**src/rtl/mult_pkg.sv**
```systemverilog
// Shared definitions for the sequential 8x8 multiplier controller:
// FSM states, datapath widths and the per-step partial-product shift table.
package mult_pkg;

    localparam int unsigned OPERAND_W = 8;
    localparam int unsigned NIBBLE_W  = 4;
    localparam int unsigned PRODUCT_W = 16;

    typedef enum logic [1:0] {
        IDLE,
        CALC,
        DONE
    } state_t;

    // Indexed by step: lo*lo, lo*hi, hi*lo, hi*hi.
    localparam logic [3:0] STEP_SHIFT [4] = '{4'd0, 4'd4, 4'd4, 4'd8};

endpackage

```
**src/rtl/array_mult_structural.sv**
```systemverilog
// Combinational 4x4 unsigned array multiplier: an AND plane of partial
// products summed row by row into an 8-bit result.
module array_mult_structural (
    input  logic [3:0] a,
    input  logic [3:0] b,
    output logic [7:0] p
);

    logic [7:0] row [4];

    always_comb begin
        for (int unsigned i = 0; i < 4; i++) begin
            row[i] = {4'b0000, a & {4{b[i]}}} << i;
        end
        p = row[0] + row[1] + row[2] + row[3];
    end

endmodule

```
**src/rtl/mult8_seq_ctrl.sv**
```systemverilog
// Sequencing controller: computes an unsigned 8x8 product in four steps by
// driving nibble pairs through one shared 4x4 multiplier and shift-accumulating.
module mult8_seq_ctrl
    import mult_pkg::*;
#(
    parameter bit ZERO_SKIP = 1'b1
) (
    input  logic                 clk,
    input  logic                 rst,
    input  logic                 in_valid,
    output logic                 in_ready,
    input  logic [OPERAND_W-1:0] in_a,
    input  logic [OPERAND_W-1:0] in_b,
    output logic                 out_valid,
    input  logic                 out_ready,
    output logic [PRODUCT_W-1:0] out_p,
    output logic                 busy,
    output logic [7:0]           op_count
);

    state_t                 state;
    state_t                 state_next;
    logic [1:0]             step;
    logic [OPERAND_W-1:0]   op_a;
    logic [OPERAND_W-1:0]   op_b;
    logic [PRODUCT_W-1:0]   acc;
    logic [NIBBLE_W-1:0]    nib_a;
    logic [NIBBLE_W-1:0]    nib_b;
    logic [2*NIBBLE_W-1:0]  pp;
    logic                   accept;
    logic                   zero_op;

    // step[1] picks the high nibble of a, step[0] the high nibble of b.
    assign nib_a = step[1] ? op_a[7:4] : op_a[3:0];
    assign nib_b = step[0] ? op_b[7:4] : op_b[3:0];

    array_mult_structural u_mult (
        .a (nib_a),
        .b (nib_b),
        .p (pp)
    );

    always_ff @(posedge clk) begin
        if (rst) begin
            state <= IDLE;
        end else begin
            state <= state_next;
        end
    end

    always_comb begin
        state_next = state;
        in_ready   = 1'b0;
        out_valid  = 1'b0;
        busy       = (state != IDLE);
        accept     = 1'b0;
        zero_op    = ZERO_SKIP && ((in_a == '0) || (in_b == '0));
        case (state)
            IDLE: begin
                in_ready = 1'b1;
                accept   = in_valid;
                if (in_valid) begin
                    state_next = zero_op ? DONE : CALC;
                end
            end
            CALC: begin
                if (step == 2'd3) begin
                    state_next = DONE;
                end
            end
            DONE: begin
                out_valid = 1'b1;
                if (out_ready) begin
                    state_next = IDLE;
                end
            end
            default: state_next = IDLE;
        endcase
    end

    always_ff @(posedge clk) begin
        if (rst) begin
            step     <= '0;
            op_a     <= '0;
            op_b     <= '0;
            acc      <= '0;
            op_count <= '0;
        end else begin
            case (state)
                IDLE: begin
                    if (accept) begin
                        op_a <= in_a;
                        op_b <= in_b;
                        acc  <= '0;
                        step <= '0;
                    end
                end
                CALC: begin
                    acc  <= acc + (PRODUCT_W'(pp) << STEP_SHIFT[step]);
                    step <= step + 2'd1;
                end
                DONE: begin
                    if (out_ready) begin
                        op_count <= op_count + 8'd1;
                    end
                end
                default: ;
            endcase
        end
    end

    assign out_p = acc;

endmodule

```
**config.mk**
```make
export PLATFORM = sky130hd
export DESIGN_NAME = mult8_seq_ctrl
export DESIGN_NICKNAME = d
export VERILOG_FILES = /design/src/rtl/mult_pkg.sv /design/src/rtl/array_mult_structural.sv /design/src/rtl/mult8_seq_ctrl.sv
export SDC_FILE = /design/constraint.sdc
export NUM_CORES = 1
export LEC_CHECK = 0
export BUFFER_PORTS_ARGS = -buffer_cell sky130_fd_sc_hd__buf_2
export CAP_MARGIN = 20
export CORE_UTILIZATION = 45
export DETAILED_ROUTE_END_ITERATION = 8
export GPL_ROUTABILITY_DRIVEN = 0
export PLACE_DENSITY_LB_ADDON = 0.08
export RECOVER_POWER = 50
export SYNTH_ARGS = -nofsm -noshare
export SYNTH_HDL_FRONTEND = slang
export SYNTH_HIERARCHICAL = 1
export SYNTH_SLANG_ARGS = --single-unit
```
**constraint.sdc**
```tcl
create_clock -name clk -period 9.9 [get_ports clk]
set_input_delay 0.99 -clock clk [delete_from_list [all_inputs] [get_ports clk]]
set_output_delay 0.99 -clock clk [all_outputs]
set_load 0.02 [all_outputs]
```
== Word level (Yosys, flattened, before mapping) ==
Cells that the tools add are included.

* Register bits: 44

* Reductions and logical operators: 10
* Bitwise operators: 5
* $lt $le $gt $ge: 1
* Multiplexer cells: 17
* $add $sub $neg: 6
* Shifts and indexed selects: 1
* Equal/unequal tests: 7

{| class="wikitable"
|+ Operators with widths
! operator !! number
|-
| one-hot mux 16 bit (2 select lines) || 1
|-
| adder 16 bit || 1
|-
| bitwise AND 4 bit || 4
|-
| zero test 8 bit || 2
|-
| 2-to-1 mux 16 bit || 1
|-
| 2-to-1 mux 4 bit || 4
|-
| left shift 8 x 4 -> 16 bit || 1
|-
| 2-to-1 mux 2 bit || 5
|-
| adder 7 x 7 -> 8 bit || 1
|-
| adder 8 x 1 -> 8 bit (second input constant) || 1
|-
| binary-select mux 4 bit (select 2 bit) || 1
|-
| != test 2 bit (second input constant) || 4
|-
| adder 6 x 6 -> 7 bit || 1
|-
| adder 4 x 5 -> 6 bit || 1
|-
| one-hot mux 2 bit (3 select lines) || 1
|-
| AND reduction 2 bit || 3
|-
| equality test 2 bit (second input constant) || 2
|-
| one-hot mux 2 bit (2 select lines) || 1
|-
| nonzero test 2 bit || 2
|-
| >= comparator 3 bit (second input constant) || 1
|-
| 2-to-1 mux 1 bit || 3
|-
| NOT 2 -> 3 bit || 1
|-
| AND reduction 3 bit || 1
|-
| adder 2 x 1 -> 2 bit (second input constant) || 1
|-
| 3 further kinds || 3
|}

== Depth between registers and ports, before layout ==
* Depth after elaboration: 8
* Gate-level depth with buffers: 23
* Gate-level depth less buffers: 23

== By module ==
Netlist, hierarchy kept.

{| class="wikitable"
|+ Modules (own cells, without submodules)
! module !! instances !! sequential area each (um^2) !! area an instance (um^2) !! cells an instance
|-
| mult8_seq_ctrl || 1 || 880.8 || 2,641.3 || 328
|-
| array_mult_structural || 1 || 0.0 || 421.7 || 54
|}

== Least setup slack after synthesis ==
Ideal clock, no wire load.

* Path kind: register to register
* From: register step[0]
* To: register acc[15], in the netlist out_p[15]
* Cell stages (with the launch flop): 23
* Setup time: 60 ps
* Data arrival time: 4,629 ps
* Path buffers: 1
* Clock period less this slack: 4,689 ps
* Path slack: 5,211 ps
* Cells stage by stage: dfxtp_1 mux2_2 nand2_1 inv_1 ha_1 a21o_1 a21oi_2 xnor2_1 fa_1 inv_1 ha_1 a21o_1 a21oi_2 xnor2_1 a22o_1 ha_1 buf_2 a21oi_1 o21ai_0 a221o_1 or3b_1 a21o_1 nand3_2

* Cells in the longest elaborated chain, start to end: 8

{| class="wikitable"
|+ Ends and longest elaborated chain
! item !! RTL line !! source
|-
| start: declaration || mult8_seq_ctrl.sv:23 || <nowiki>logic [1:0] step;</nowiki>
|-
| start signal: assignment || mult8_seq_ctrl.sv:100 || <nowiki>step <= step + 2'd1;</nowiki>
|-
| 2-to-1 mux 4 bit || mult8_seq_ctrl.sv:35 || <nowiki>assign nib_b = step[0] ? op_b[7:4] : op_b[3:0];</nowiki>
|-
| via nib_b[0] || mult8_seq_ctrl.sv:28 || <nowiki>logic [NIBBLE_W-1:0] nib_b;</nowiki>
|-
| bitwise AND 4 bit || array_mult_structural.sv:13 || <nowiki>row[i] = {4'b0000, a & {4{b[i]}}} << i;</nowiki>
|-
| adder 4 x 5 -> 6 bit || array_mult_structural.sv:15 || <nowiki>p = row[0] + row[1] + row[2] + row[3];</nowiki>
|-
| adder 6 x 6 -> 7 bit || array_mult_structural.sv:15 ||
|-
| adder 7 x 7 -> 8 bit || array_mult_structural.sv:15 ||
|-
| via pp[6] || mult8_seq_ctrl.sv:29 || <nowiki>logic [2*NIBBLE_W-1:0] pp;</nowiki>
|-
| left shift 8 x 4 -> 16 bit || mult8_seq_ctrl.sv:99 || <nowiki>acc <= acc + (PRODUCT_W'(pp) << STEP_SHIFT[step]);</nowiki>
|-
| adder 16 bit || mult8_seq_ctrl.sv:99 ||
|-
| one-hot mux 16 bit (2 select lines) || mult8_seq_ctrl.sv:89 || <nowiki>case (state)</nowiki>
|-
| end signal: assignment || mult8_seq_ctrl.sv:99 ||
|-
| end: declaration || mult8_seq_ctrl.sv:26 || <nowiki>logic [PRODUCT_W-1:0] acc;</nowiki>
|}

The timed path passes the listed nets, and every way through them passes these cells. The select of a mux whose other input is x is not followed.
A chain may end at the register's enable or synchronous reset.

== Final worst setup path ==
* From: register step[0]
* To: register acc[12], in the netlist out_p[12]

Same word-level chain as after synthesis.

==> impl_metrics.csv <==
group,metric,value,unit
sta,fmax,193,MHz
sta,hold_slack,463,ps
setup_path,worst-path-max-fanout,7,
setup_path,worst-path-buf-inv,4,
yosys,synth_seq_cells,44,
sta,worst_pin_slew,1610,ps
sta,slew_headroom,-7.02,%
die,io_pins,47,
die,coreArea,6460,um^2
placed_design,dp.final_hpwl,5280,um
cts,clk_pin_slew,90,ps
setup_path,endpoint_kind,"register",
sta,maxSlewViolCount,38,
routing,wire_per_inst,13.9,um
setup_path,critPathKind,"register to register",
global_route,grt_pass1_vias,2497,
placed_design,numPortBuffers,46,
finish,drive_above_1_share,13.3,%
sta,worst_slack,4720,ps
min_path,whs_path_depth,2,
yosys,netlist_area,3060,um^2
setup_path,cp_num_cells,20,
yosys,synth_cell_types,47,
setup_path,rrSetupSlack,4720,ps
power,ir_drop,73.6,uV
global_route,grt_max_degree,38,
finish,area.growth.synth_to_final,11.0,%
finish,nFillCells,636,
flow_run,max_cap_violations,1,
global_route,antenna_found_initial,0,
routing,via_per_inst,5.37,
cts,postCtsHoldBufs,0,
die,rows,29,
power,p_clk_share,31.8,%
finish,layout_common_cells,"62 x nand2_1, 44 x dfxtp_1, 40 x nor2_1",
power,power.density,105,nW/um^2
placed_design,dp_slack,4820,ps
setup_path,r2r-start,"step[0]",
die,fp.dieH,84.5,um
routing,detail-route-antenna-nets,0,
sta,fin_worst_skew,12.9,ps
yosys,synth_nets,433,
power,p_comb_share,15.5,%
sta,min_period_over_period,52.3,%
power,cellInternalPower,251,uW
outcome,outcome,"complete, but fails checks",
min_path,hold_path_end,"op_a[5]",
sta,rsz0062_at_grt,"false",
min_path,hp-class,"register to register",
power,swShare,29.7,%
die,dieArea,7140,um^2
setup_path,reg2reg_to,"out_p[12]",
die,start_util,47.4,%
setup_path,crit_path_max_incr_delay,500,ps
cts,h-tree-depth,2,
power,leakage,1.64,nW
setup_path,arrival,5370,ps
sta,final.setup.tns,0,ps
cts,clkLatencyLatePin,300,ps
die,die_x,84.5,um
power,p_seq_share,52.7,%
yosys,avgSynthCellArea,8.02,um^2
cts,cts.sinks,44,
cts,cts_root_buf,"clkbuf_8",
cts,clock_path_buffers,2,
yosys,yosys_warnings,6,
yosys,synth_ff_type,"dfxtp_1",
global_route,grt_usage,20.3,%
sta,min_period,5180,ps
finish,regArea,881,um^2
routing,drc,2,
outcome,violations,"design-rule violations, max-capacitance violations, max-slew violations",
global_route,grt_overflow_total,0,
sta,setup_violations,0,
setup_path,r2r_cells,20,
setup_path,cp_slowest_cell,"or4_1",
setup_path,critPathRequiredTime,10100,ps
yosys,async_flop_share,0,%
finish,utilization,52.6,%
yosys,synth_edf_count,0,
setup_path,path_cells,"mux2_2 > and2_1 > ha_1 > inv_1 > fa_1 > xor2_1 > fa_1 > inv_1 > ha_1 > inv_1 > fa_1 > inv_1 > mux2i_1 > nor2_1 > ha_1 > a21o_1 > o21ai_1 > a211oi_1 > or4_1 > a32o_1",
power,total_power,358,uW
yosys,synthCells,382,
power,power.switching,106,uW
sta,final_hold_viol_count,0,
setup_path,cp_top_family,"adder cells",
global_route,grt_pass1_wl,11700,um
cts,cts_resized,0,
routing,drt_iter0_drc,163,
routing,vias,2675,
finish,nNetsFinal,472,
routing,wl,6940,um
yosys,seq_area_frac_synth,28.8,%
setup_path,start_kind,"register",
finish,final_common_cell,"nand2_1",
setup_path,crit_top_cell,"inv_1",
finish,multiInputGateArea,2040,um^2
routing,first_pass_iters,7,
min_path,min_from,"op_a[5]",
cts,cts_tree,"done",
cts,cts_setup_buffers,0,
finish,num_antenna_cells,0,
cts,cts_made_buffers,5,
==> cell families (layout without fill, tap and decap cells) <==
family          Yosys count  count (layout)  share of synthesized area [%]
compound gates           88              88                           19.5
buf+inv                  35              74                           4.49
xor+xnor                 20              20                           5.72
simple gates            150             150                           22.5
mux                      14              14                           4.90
fa+ha+maj                31              31                           14.1
flops                    44              44                           28.8
==> sequential cells by signal, indices dropped and copies added, names as in the netlist <==
register,count
out_p,16
op_a,8
op_b,8
op_count,8
state,2
step,2
==> cell usage after synthesis (4+ instances only) <==
library cell   n  area (um^2)
ha_1          25          313
mux2_2         8         90.1
o21ai_0        5         25.0
o21bai_1       4         30.0
nand2b_1       6         37.5
a21o_1        10         75.1
and2_1        13         81.3
o21ai_1        5         25.0
nor2_1        40          150
xor2_1        10         87.6
nor2b_1        5         31.3
a21oi_1       33          165
nand4_1        5         31.3
inv_1         21         78.8
nand3_1        4         20.0
a22o_1         4         35.0
dfxtp_1       44          881
xnor2_1       10         87.6
nand2_1       62          233
clkbuf_1      11         41.3
a22oi_1        6         45.0
mux2i_1        6         60.1
fa_1           6          120
==> how the worst max path moves through the flow <==
| stage | start | slack (ps) | to |
|---|---|---|---|
| final | step[0] | 4720 | out_p[12] |
| after global routing | step[0] | 4480 | out_p[15] |
| after CTS | step[0] | 4790 | out_p[12] |
| after detailed placement | step[0] | 4820 | out_p[15] |
| after global placement | step[1] | 4860 | out_p[12] |
| after floorplan | step[0] | 5210 | out_p[15] |
==> power groups by stage <==
stage                     Sequential, mW  Clock, mW  Combinational, mW
after floorplan                    0.192          0             0.0397
after global placement             0.192          0             0.0550
after detailed placement           0.193          0             0.0553
after CTS                          0.188      0.118             0.0555
after global routing               0.189      0.126             0.0620
final                              0.189      0.114             0.0554
==> layer usage <==
layer  vias up  track usage (%)  routed length [um]
li1       1397                -                   -
met1      1199             28.9                3560
met2        74             32.3                3030
met3         5             3.05                 290
met4         0             4.62                  56
met5         -                0                   0
==> metrics by stage <==
stage	cells	instance area (um^2)
finish	498	3400
global route	498	3400
CTS	498	3410
detailed placement	491	3330
global placement	491	3330
floorplan	382	3060
==> layout make-up <==
cell class                 count  area share, %
multi-input combinational    303           60.1
clock buffer                   5           2.02
tap                           77           2.83
clock inverter                 2          0.368
inverter                      21           2.32
timing repair buffer          46           6.40
sequential                    44           25.9
==> worst register-to-register path: stages (launching register included) <==
cell	delay (ps)
dfxtp_1	480
mux2_2	410
and2_1	170
ha_1	190
inv_1	70
fa_1	220
xor2_1	230
fa_1	440
inv_1	70
ha_1	170
inv_1	60
fa_1	470
inv_1	50
mux2i_1	230
nor2_1	80
ha_1	340
a21o_1	250
o21ai_1	240
a211oi_1	160
or4_1	500
a32o_1	260
(Power assumes the default switching activity.)
